### src/rtl/mips_pkg.sv
// Shared encodings for the multicycle MIPS control FSM: opcodes, functs,
// ALU and mux select codes, state encoding and the per-state Moore decode.
package mips_pkg;

  localparam logic [5:0] OP_RTYPE = 6'h00;
  localparam logic [5:0] OP_LW    = 6'h23;
  localparam logic [5:0] OP_SW    = 6'h2B;
  localparam logic [5:0] OP_BEQ   = 6'h04;
  localparam logic [5:0] OP_ADDI  = 6'h08;
  localparam logic [5:0] OP_J     = 6'h02;

  localparam logic [5:0] FN_ADD = 6'h20;
  localparam logic [5:0] FN_SUB = 6'h22;
  localparam logic [5:0] FN_AND = 6'h24;
  localparam logic [5:0] FN_OR  = 6'h25;
  localparam logic [5:0] FN_SLT = 6'h2A;

  localparam logic [3:0] ALU_ADD = 4'b0010;
  localparam logic [3:0] ALU_SUB = 4'b0110;
  localparam logic [3:0] ALU_AND = 4'b0000;
  localparam logic [3:0] ALU_OR  = 4'b0001;
  localparam logic [3:0] ALU_SLT = 4'b0111;

  localparam logic [1:0] SRCB_B      = 2'b00;
  localparam logic [1:0] SRCB_FOUR   = 2'b01;
  localparam logic [1:0] SRCB_IMM    = 2'b10;
  localparam logic [1:0] SRCB_IMM_SH = 2'b11;

  localparam logic [1:0] PCSRC_ALU    = 2'b00;
  localparam logic [1:0] PCSRC_ALUOUT = 2'b01;
  localparam logic [1:0] PCSRC_JUMP   = 2'b10;

  typedef enum logic [3:0] {
    S_IDLE    = 4'd0,
    S_FETCH   = 4'd1,
    S_DECODE  = 4'd2,
    S_MEMADR  = 4'd3,
    S_MEMRD   = 4'd4,
    S_MEMWB   = 4'd5,
    S_MEMWR   = 4'd6,
    S_EXEC_R  = 4'd7,
    S_ALUWB   = 4'd8,
    S_BRANCH  = 4'd9,
    S_ADDI_EX = 4'd10,
    S_ADDI_WB = 4'd11,
    S_JUMP    = 4'd12,
    S_HALT    = 4'd13
  } state_t;

  typedef struct packed {
    logic       pc_write;
    logic       iord;
    logic       mem_read;
    logic       mem_write;
    logic       reg_dst;
    logic       mem_to_reg;
    logic       reg_write;
    logic       src_a;
    logic [1:0] src_b;
    logic [3:0] alu_ctrl;
    logic [1:0] pc_src;
    logic       halted;
  } ctrl_t;

  function automatic logic is_wait_state(state_t s);
    return (s == S_FETCH) || (s == S_MEMRD) || (s == S_MEMWR);
  endfunction

  // Moore outputs of a state; fields not set stay 0.
  function automatic ctrl_t ctrl_for(state_t s, logic [3:0] r_alu);
    ctrl_t c;
    c = '0;
    case (s)
      S_FETCH:   begin c.mem_read = 1'b1; c.src_b = SRCB_FOUR; c.alu_ctrl = ALU_ADD; c.pc_src = PCSRC_ALU; end
      S_DECODE:  begin c.src_b = SRCB_IMM_SH; c.alu_ctrl = ALU_ADD; end
      S_MEMADR:  begin c.src_a = 1'b1; c.src_b = SRCB_IMM; c.alu_ctrl = ALU_ADD; end
      S_MEMRD:   begin c.iord = 1'b1; c.mem_read = 1'b1; end
      S_MEMWB:   begin c.mem_to_reg = 1'b1; c.reg_write = 1'b1; end
      S_MEMWR:   begin c.iord = 1'b1; c.mem_write = 1'b1; end
      S_EXEC_R:  begin c.src_a = 1'b1; c.src_b = SRCB_B; c.alu_ctrl = r_alu; end
      S_ALUWB:   begin c.reg_dst = 1'b1; c.reg_write = 1'b1; end
      S_BRANCH:  begin c.src_a = 1'b1; c.src_b = SRCB_B; c.alu_ctrl = ALU_SUB; c.pc_src = PCSRC_ALUOUT; end
      S_ADDI_EX: begin c.src_a = 1'b1; c.src_b = SRCB_IMM; c.alu_ctrl = ALU_ADD; end
      S_ADDI_WB: begin c.reg_write = 1'b1; end
      S_JUMP:    begin c.pc_src = PCSRC_JUMP; c.pc_write = 1'b1; end
      S_HALT:    begin c.halted = 1'b1; end
      default:   c = '0;
    endcase
    return c;
  endfunction

endpackage

### src/rtl/mips_alu_decode.sv
// Maps an R-type funct field to the ALU operation and flags unsupported functs.
module mips_alu_decode
  import mips_pkg::*;
(
  input  logic [5:0] funct,
  output logic [3:0] alu_ctrl,
  output logic       funct_valid
);

  // funct -> ALU op lookup
  always_comb begin
    alu_ctrl    = ALU_ADD;
    funct_valid = 1'b1;
    case (funct)
      FN_ADD:  alu_ctrl = ALU_ADD;
      FN_SUB:  alu_ctrl = ALU_SUB;
      FN_AND:  alu_ctrl = ALU_AND;
      FN_OR:   alu_ctrl = ALU_OR;
      FN_SLT:  alu_ctrl = ALU_SLT;
      default: funct_valid = 1'b0;
    endcase
  end

endmodule

### src/rtl/mips_mc_control.sv
// Multicycle MIPS control FSM with ready-handshaked memory and a bounded
// wait timeout; Moore outputs are registered, fetch/branch enables are Mealy.
module mips_mc_control
  import mips_pkg::*;
#(
  parameter int MEM_TIMEOUT = 16,
  parameter int CNT_W       = 8
) (
  input  logic       Clk,
  input  logic       Rst_n,
  input  logic [5:0] Opcode,
  input  logic [5:0] Funct,
  input  logic       Zero,
  input  logic       Mem_Ready,
  output logic       PC_Write,
  output logic       IorD_Sel,
  output logic       Mem_Read,
  output logic       Mem_Write,
  output logic       IR_Write,
  output logic       RegDst_Sel,
  output logic       MemToReg_Sel,
  output logic       Reg_Write,
  output logic       ALUSrcA_Sel,
  output logic [1:0] ALUSrcB_Sel,
  output logic [3:0] ALU_Ctrl,
  output logic [1:0] PCSrc_Sel,
  output logic       Illegal_Op,
  output logic       Bus_Error,
  output logic       Halted,
  output logic [3:0] State
);

  localparam logic [CNT_W-1:0] TIMEOUT_LAST = CNT_W'((MEM_TIMEOUT > 0) ? MEM_TIMEOUT - 1 : 0);

  state_t           state_r, state_n;
  ctrl_t            ctrl_r, ctrl_n;
  logic [CNT_W-1:0] wait_cnt_r;
  logic             illegal_r, bus_err_r;
  logic [3:0]       funct_alu_s;
  logic             funct_valid_s;
  logic             mem_wait_s, timeout_s, illegal_s, fetch_done_s;

  mips_alu_decode u_alu_decode (
    .funct       (Funct),
    .alu_ctrl    (funct_alu_s),
    .funct_valid (funct_valid_s)
  );

  // A timeout fires on the wait cycle that would bring the counter to the limit.
  assign mem_wait_s   = is_wait_state(state_r) && !Mem_Ready;
  assign timeout_s    = (MEM_TIMEOUT > 0) && mem_wait_s && (wait_cnt_r == TIMEOUT_LAST);
  assign illegal_s    = (state_r == S_DECODE) && (state_n == S_HALT);
  assign fetch_done_s = (state_r == S_FETCH) && Mem_Ready;

  // Next-state selection
  always_comb begin
    state_n = state_r;
    case (state_r)
      S_IDLE:    state_n = S_FETCH;
      S_FETCH:   state_n = timeout_s ? S_HALT : (Mem_Ready ? S_DECODE : S_FETCH);
      S_DECODE: begin
        case (Opcode)
          OP_LW, OP_SW: state_n = S_MEMADR;
          OP_RTYPE:     state_n = funct_valid_s ? S_EXEC_R : S_HALT;
          OP_BEQ:       state_n = S_BRANCH;
          OP_ADDI:      state_n = S_ADDI_EX;
          OP_J:         state_n = S_JUMP;
          default:      state_n = S_HALT;
        endcase
      end
      S_MEMADR:  state_n = (Opcode == OP_SW) ? S_MEMWR : S_MEMRD;
      S_MEMRD:   state_n = timeout_s ? S_HALT : (Mem_Ready ? S_MEMWB : S_MEMRD);
      S_MEMWB:   state_n = S_FETCH;
      S_MEMWR:   state_n = timeout_s ? S_HALT : (Mem_Ready ? S_FETCH : S_MEMWR);
      S_EXEC_R:  state_n = S_ALUWB;
      S_ALUWB:   state_n = S_FETCH;
      S_BRANCH:  state_n = S_FETCH;
      S_ADDI_EX: state_n = S_ADDI_WB;
      S_ADDI_WB: state_n = S_FETCH;
      S_JUMP:    state_n = S_FETCH;
      S_HALT:    state_n = S_HALT;
      default:   state_n = S_HALT;
    endcase
  end

  // Moore outputs for the state being entered, so they register with it
  always_comb begin
    ctrl_n = ctrl_for(state_n, funct_alu_s);
  end

  // State, registered outputs, wait counter and sticky error flags
  always_ff @(posedge Clk or negedge Rst_n) begin
    if (!Rst_n) begin
      state_r    <= S_IDLE;
      ctrl_r     <= '0;
      wait_cnt_r <= '0;
      illegal_r  <= 1'b0;
      bus_err_r  <= 1'b0;
    end else begin
      state_r   <= state_n;
      ctrl_r    <= ctrl_n;
      illegal_r <= illegal_r | illegal_s;
      bus_err_r <= bus_err_r | timeout_s;
      if (state_n != state_r) begin
        wait_cnt_r <= '0;
      end else if (mem_wait_s) begin
        wait_cnt_r <= wait_cnt_r + CNT_W'(1);
      end else begin
        wait_cnt_r <= wait_cnt_r;
      end
    end
  end

  assign IR_Write     = fetch_done_s;
  assign PC_Write     = ctrl_r.pc_write | fetch_done_s | ((state_r == S_BRANCH) && Zero);
  assign IorD_Sel     = ctrl_r.iord;
  assign Mem_Read     = ctrl_r.mem_read;
  assign Mem_Write    = ctrl_r.mem_write;
  assign RegDst_Sel   = ctrl_r.reg_dst;
  assign MemToReg_Sel = ctrl_r.mem_to_reg;
  assign Reg_Write    = ctrl_r.reg_write;
  assign ALUSrcA_Sel  = ctrl_r.src_a;
  assign ALUSrcB_Sel  = ctrl_r.src_b;
  assign ALU_Ctrl     = ctrl_r.alu_ctrl;
  assign PCSrc_Sel    = ctrl_r.pc_src;
  assign Halted       = ctrl_r.halted;
  assign Illegal_Op   = illegal_r;
  assign Bus_Error    = bus_err_r;
  assign State        = state_r;

endmodule

### config.mk
export PLATFORM = sky130hd
export DESIGN_NAME = mips_mc_control
export DESIGN_NICKNAME = d
export VERILOG_FILES = /design/src/rtl/mips_pkg.sv /design/src/rtl/mips_alu_decode.sv /design/src/rtl/mips_mc_control.sv
export SDC_FILE = /design/constraint.sdc
export NUM_CORES = 1
export LEC_CHECK = 0
export BUFFER_PORTS_ARGS = -buffer_cell sky130_fd_sc_hd__buf_2
export CAP_MARGIN = 20
export CORE_MARGIN = 1
export CORE_UTILIZATION = 45
export DETAILED_ROUTE_END_ITERATION = 6
export PLACE_DENSITY = 0.73
export SYNTH_ARGS = -nofsm -noshare
export SYNTH_HDL_FRONTEND = slang
export SYNTH_SLANG_ARGS = --single-unit
### constraint.sdc
create_clock -name Clk -period 5.6 [get_ports Clk]
set_input_delay 0.28 -clock Clk [delete_from_list [all_inputs] [get_ports Clk]]
set_output_delay 0.28 -clock Clk [all_outputs]
set_load 0.005 [all_outputs]
## Word level (Yosys, flattened, before mapping)

Index checks and enable logic that the tools add are counted.

| cells by class | value |
|---|---|
| eq/ne operators | 37 |
| bitwise gates (word level) | 4 |
| reductions and logical operators | 19 |
| mux-type cells | 25 |
| add/subtract/negate cells | 1 |

Operators with widths:

| operator | number |
|---|---|
| $eq 4x4->1 const B | 11 |
| $eq 6x6->1 const B | 7 |
| $eq 4x3->1 const B | 8 |
| $pmux 4 s8 | 1 |
| $pmux 6 s5 | 1 |
| $pmux 4 s5 | 1 |
| $eq 4x2->1 const B | 4 |
| $mux 4 | 4 |
| $mux 8 | 2 |
| $pmux 3 s4 | 1 |
| $mux 1 | 11 |
| $add 8x1->8 const B | 1 |
| $eq 4x1->1 const B | 2 |
| $eq 8x4->1 const B | 1 |
| $reduce_or 2->1 | 4 |
| $eq 6x2->1 const B | 1 |
| $eq 6x3->1 const B | 1 |
| $eq 6x4->1 const B | 1 |
| $logic_not 6->1 | 1 |
| $reduce_or 6->1 | 1 |
| $logic_and 1x1->1 | 5 |
| $reduce_or 5->1 | 1 |
| $logic_not 4->1 | 1 |
| $mux 2 | 2 |
| 9 further kinds | 13 |

| word-level totals | value |
|---|---|
| bits of input ports | 16 |
| word-level logic and storage cells | 102 |
| output and inout port bits | 24 |
| bits in registers | 31 |

## Longest topological paths before layout

| depth | value |
|---|---|
| depth in word-level cells | 10 |
| depth in mapped cells | 8 |
| gate-level depth less buffers | 7 |

## Cells and area by module

From an unflattened synthesis, not the netlist that was laid out.

| unflattened totals | value |
|---|---|
| cell total of the unflattened synthesis | 181 |
| area, all modules | 1863.0 um^2 |

By module, submodules not included:

| module | times used | cells an instance | sequential area each (um^2) | area an instance (um^2) |
|---|---|---|---|---|
| mips_mc_control | 1 | 170 | 775.7 | 1765.4 |
| mips_alu_decode | 1 | 11 | 0.0 | 97.6 |

## Worst setup path after synthesis

Ideal clock, no wire load.

| timing path | value |
|---|---|
| kind | register to register |
| from | register state_r[2] (netlist: State[2]) |
| to | register ctrl_r (netlist bit ALU_Ctrl[1]) |
| cell stages (with the launch flop) | 9 |
| setup slack | 3.373 ns |
| buffers on the path | 2 |
| arrival | 2.101 ns |
| clock period less this slack | 2.227 ns |
| data required time | 5.474 ns |
| setup time | 0.126 ns |
| path through | dfrtp_1 -> buf_2 -> or3b_1 -> a211o_1 -> o221ai_2 -> or2_2 -> buf_6 -> o22ai_2 -> a221o_1 |

RTL lines:

| item | RTL line | text |
|---|---|---|
| start, declared | mips_mc_control.sv:35 | `state_t state_r, state_n;` |
| start signal, assigned | mips_mc_control.sv:100 | `state_r <= state_n;` |
| end signal, assigned | mips_mc_control.sv:101 | `ctrl_r <= ctrl_n;` |
| end, declared | mips_mc_control.sv:36 | `ctrl_t ctrl_r, ctrl_n;` |

==> flow_summary.yaml <==
sta:
  relSlewSlack_pct: 50.72
  fmax_mhz: 370.7
  finalCriticalPeriod_ps: 2697
  fin_setup_tns_ps: 0
  period_share_pct: 48.17
  setup_viol: 0
  skew_ps: 10.33
  finalHoldViolCount: 0
  worst_pin_slew_ps: 739.2
  rsz0062_at_grt: "false"
  maxSlewViolCount: 0
yosys:
  synth_simple_gate_area_share_pct: 24.28
  synth_top_family_by_area: "simple AND/OR/NAND/NOR gates"
  ys_seq_elements: 30
  netlist_area_sq_um: 1778
  syn_avg_cell_area_sq_um: 9.716
  synth_ff_type: "dfrtp_1"
  synth_edf_count: 0
  yosysTopAreaCellShare_pct: 42.22
  synthAdderAreaFrac_pct: 0.7037
  synthesis.nets: 200
  synth_largest_area_cell: "dfrtp_1"
  synthCells: 183
  ys.warnings.count: 0
  synth-seq-area-share_pct: 42.22
  yosys.area_share.xor_xnor_pct: 6.967
  synth_area_leaders: "dfrtp_1, buf_4, nor4_1"
  synthArstFlopShare_pct: 100.0
  synth_compound_area_share_pct: 16.47
  ys_types: 53
  synth_mux_area_share_pct: 1.126
clocking:
  cts_hold_buf: 0
  cts_tree: "done"
  post_cts_buffers: 0
  h-tree-depth: 2
  insertion_delay_ps: 280
  clkTransAtPathRegs_ps: 70
  root_buffer: "clkbuf_8"
  cts-resized-gates: 0
  clk_path_buf_depth: 2
  cts_made_buffers: 5
  cts.sinks: 30
placed_design:
  numPortBuffers: 38
  place_hpwl_um: 2645
  dp.cells: 249
  gp_congestion: 0.8613
worst_setup_path:
  path_cells: "nor4b_1, a21boi_2, a221o_1, o21bai_1, o22ai_2, a221o_1"
  critical_path_class: "reg2reg"
  crit_top_cell: "a221o_1"
  reg2reg_slack_ps: 2900
  r2r-start: "State[3]$_DFF_PN0_"
  crit_fanout: 22
  worst_setup_path_start_kind: "flip-flop"
  worstSetupStartpoint: "State[3]$_DFF_PN0_"
  cp.required_ps: 5770
  cpMaxStageDelayCell: "dfrtp_1"
  slowest_delay_ps: 650
  end_kind: "flip-flop"
  worstPathArrival_ps: 2870
floorplanning:
  dieArea_sq_um: 4206
  fp-row-count: 22
  start_util_pct: 47.85
  core_sq_um: 3716
  die_w_um: 64.86
  io_pins: 40
  fp.dieH_um: 64.86
run:
  maxCapViolations: 0
route:
  viasPerCell: 5.496
  wl_per_cell_um: 14.21
  postRouteAntennaNets: 0
  vias: 1407
  drtIter0Drc: 72
  drc: 0
  routed_wl_um: 3638
  dr.pass1.iters: 4
grt:
  antenna_found_initial: 0
  grt_use_total_pct: 19.83
  grt_pass1_wl_um: 6258
  grt_max_degree: 31
  grt_pass1_vias: 1296
  grt_overflow_total: 0
layout:
  layout-drive-gt1-share_pct: 26.44
  syn_to_final_growth_pct: 11.33
  final_common_cell: "buf_2"
  diodes: 0
  final_cell_mix: "buf_2, dfrtp_1, nand2_1"
  nNetsFinal: 225
  fin_cells: 256
power:
  power_density_nw_per_um2: 462.3
  switching_power_uw: 389.5
  p_comb_share_pct: 45.9
  pwr-share-clk_pct: 17.4
  p_seq_share_pct: 36.8
  power_leakage_nw: 0.9224
  swShare_pct: 42.56
  internal_power_uw: 525.6
  peakVddDrop_uv: 218.9
status:
  status: "finished, final reports clean"
hold_path:
  hold_path.class: "in2async"
## metal layers
layer  routed length (um)  part of all wire, %  GRT usage, %  vias to the layer above
met5                    0                    0             0                        -
met4                   22                 0.60         6.667                        0
met3                  130                  3.6         4.930                        5
met2                 1671                   46         28.78                       28
met1                 1814                   50         28.49                      670
li1                     -                    -             -                      704
## through the flow
stage / setup WS [ps] / utilization [%] / total power, mW / area, sq um / hold WS (ps)
3_3_place_gp: 2944 / 51.14 / 0.7546 / 1901 / 350.6
3_5_place_dp: 2914 / 51.14 / 0.7610 / 1901 / 351.9
4_1_cts: 2914 / 53.27 / 0.9220 / 1979 / 52.51
6_report: 2903 / 53.27 / 0.9151 / 1979 / 30.24
5_1_grt: 2644 / 53.27 / 0.9941 / 1979 / 84.17
2_1_floorplan: 3373 / - / 0.6798 / 1778 / -15.59
## path summary, 6_finish.rpt
path	depth (start not counted)	end
hold reg to reg	1	Bus_Error$_DFF_PN0_
setup reg to reg	6	ALU_Ctrl[1]$_DFF_PN0_
max in group asynchronous	1	PCSrc_Sel[1]$_DFF_PN0_
hold / removal	1	wait_cnt_r[2]$_DFFE_PN0P_
min in group Clk	4	ALU_Ctrl[0]$_DFF_PN0_
setup / recovery	6	ALU_Ctrl[1]$_DFF_PN0_
## cells by family (layout without fill, tap and decap cells)
kind of cell,Yosys count,in the layout
flops,30,30
xor+xnor,12,12
simple gates,77,77
compound gates,36,36
fa+ha+maj,1,1
other cells,1,1
mux,2,2
buf+inv,24,49
## worst max-delay path: cells and delay by family, from the launching register on
kind	cells	cell delay, ps
flops	1	650
compound gates	5	1420
simple gates	1	530
## Yosys cell counts, drive strengths merged (2+ instances only)
| master | instances |
|---|---|
| nand2 | 14 |
| xor2 | 6 |
| mux2i | 2 |
| nor2b | 5 |
| a221o | 2 |
| buf | 18 |
| nand3 | 7 |
| a21oi | 4 |
| o221ai | 2 |
| o21ai | 3 |
| nor3 | 5 |
| nand4 | 2 |
| or3b | 2 |
| nand2b | 3 |
| a311o | 2 |
| a211o | 4 |
| nor2 | 12 |
| xnor2 | 6 |
| o22ai | 3 |
| inv | 4 |
| a21boi | 4 |
| nor4 | 10 |
| dfrtp | 30 |
| nor3b | 4 |
| clkbuf | 2 |
| or2 | 3 |
| and3 | 3 |
| o21bai | 4 |
| nand3b | 3 |
## power groups by stage
stage / combinational, mW / sequential [mW] / clock [mW]
final: 0.420 / 0.337 / 0.159
after global routing: 0.472 / 0.350 / 0.173
after CTS: 0.423 / 0.336 / 0.163
after detailed placement: 0.420 / 0.341 / 0
after global placement: 0.416 / 0.338 / 0
after floorplan: 0.388 / 0.292 / 0
## final cells by class
cell class / count / area [sq um]
fillers: 368 / 1737
multi-input cells: 129 / 884.6
flip-flops and latches: 30 / 750.7
repair buffers: 38 / 190.2
clock buffers: 5 / 68.82
well taps: 48 / 60.06
inverters: 4 / 15.01
clock inverters: 2 / 10.01
## state kept, by name (all words and copies together), names as in the netlist, 2 cells and up
signal and cells:
ALUSrcB_Sel 2, wait_cnt_r 8, State 4, PCSrc_Sel 2, ALU_Ctrl 3
No activity file was read; power rests on OpenSTA's default activity.
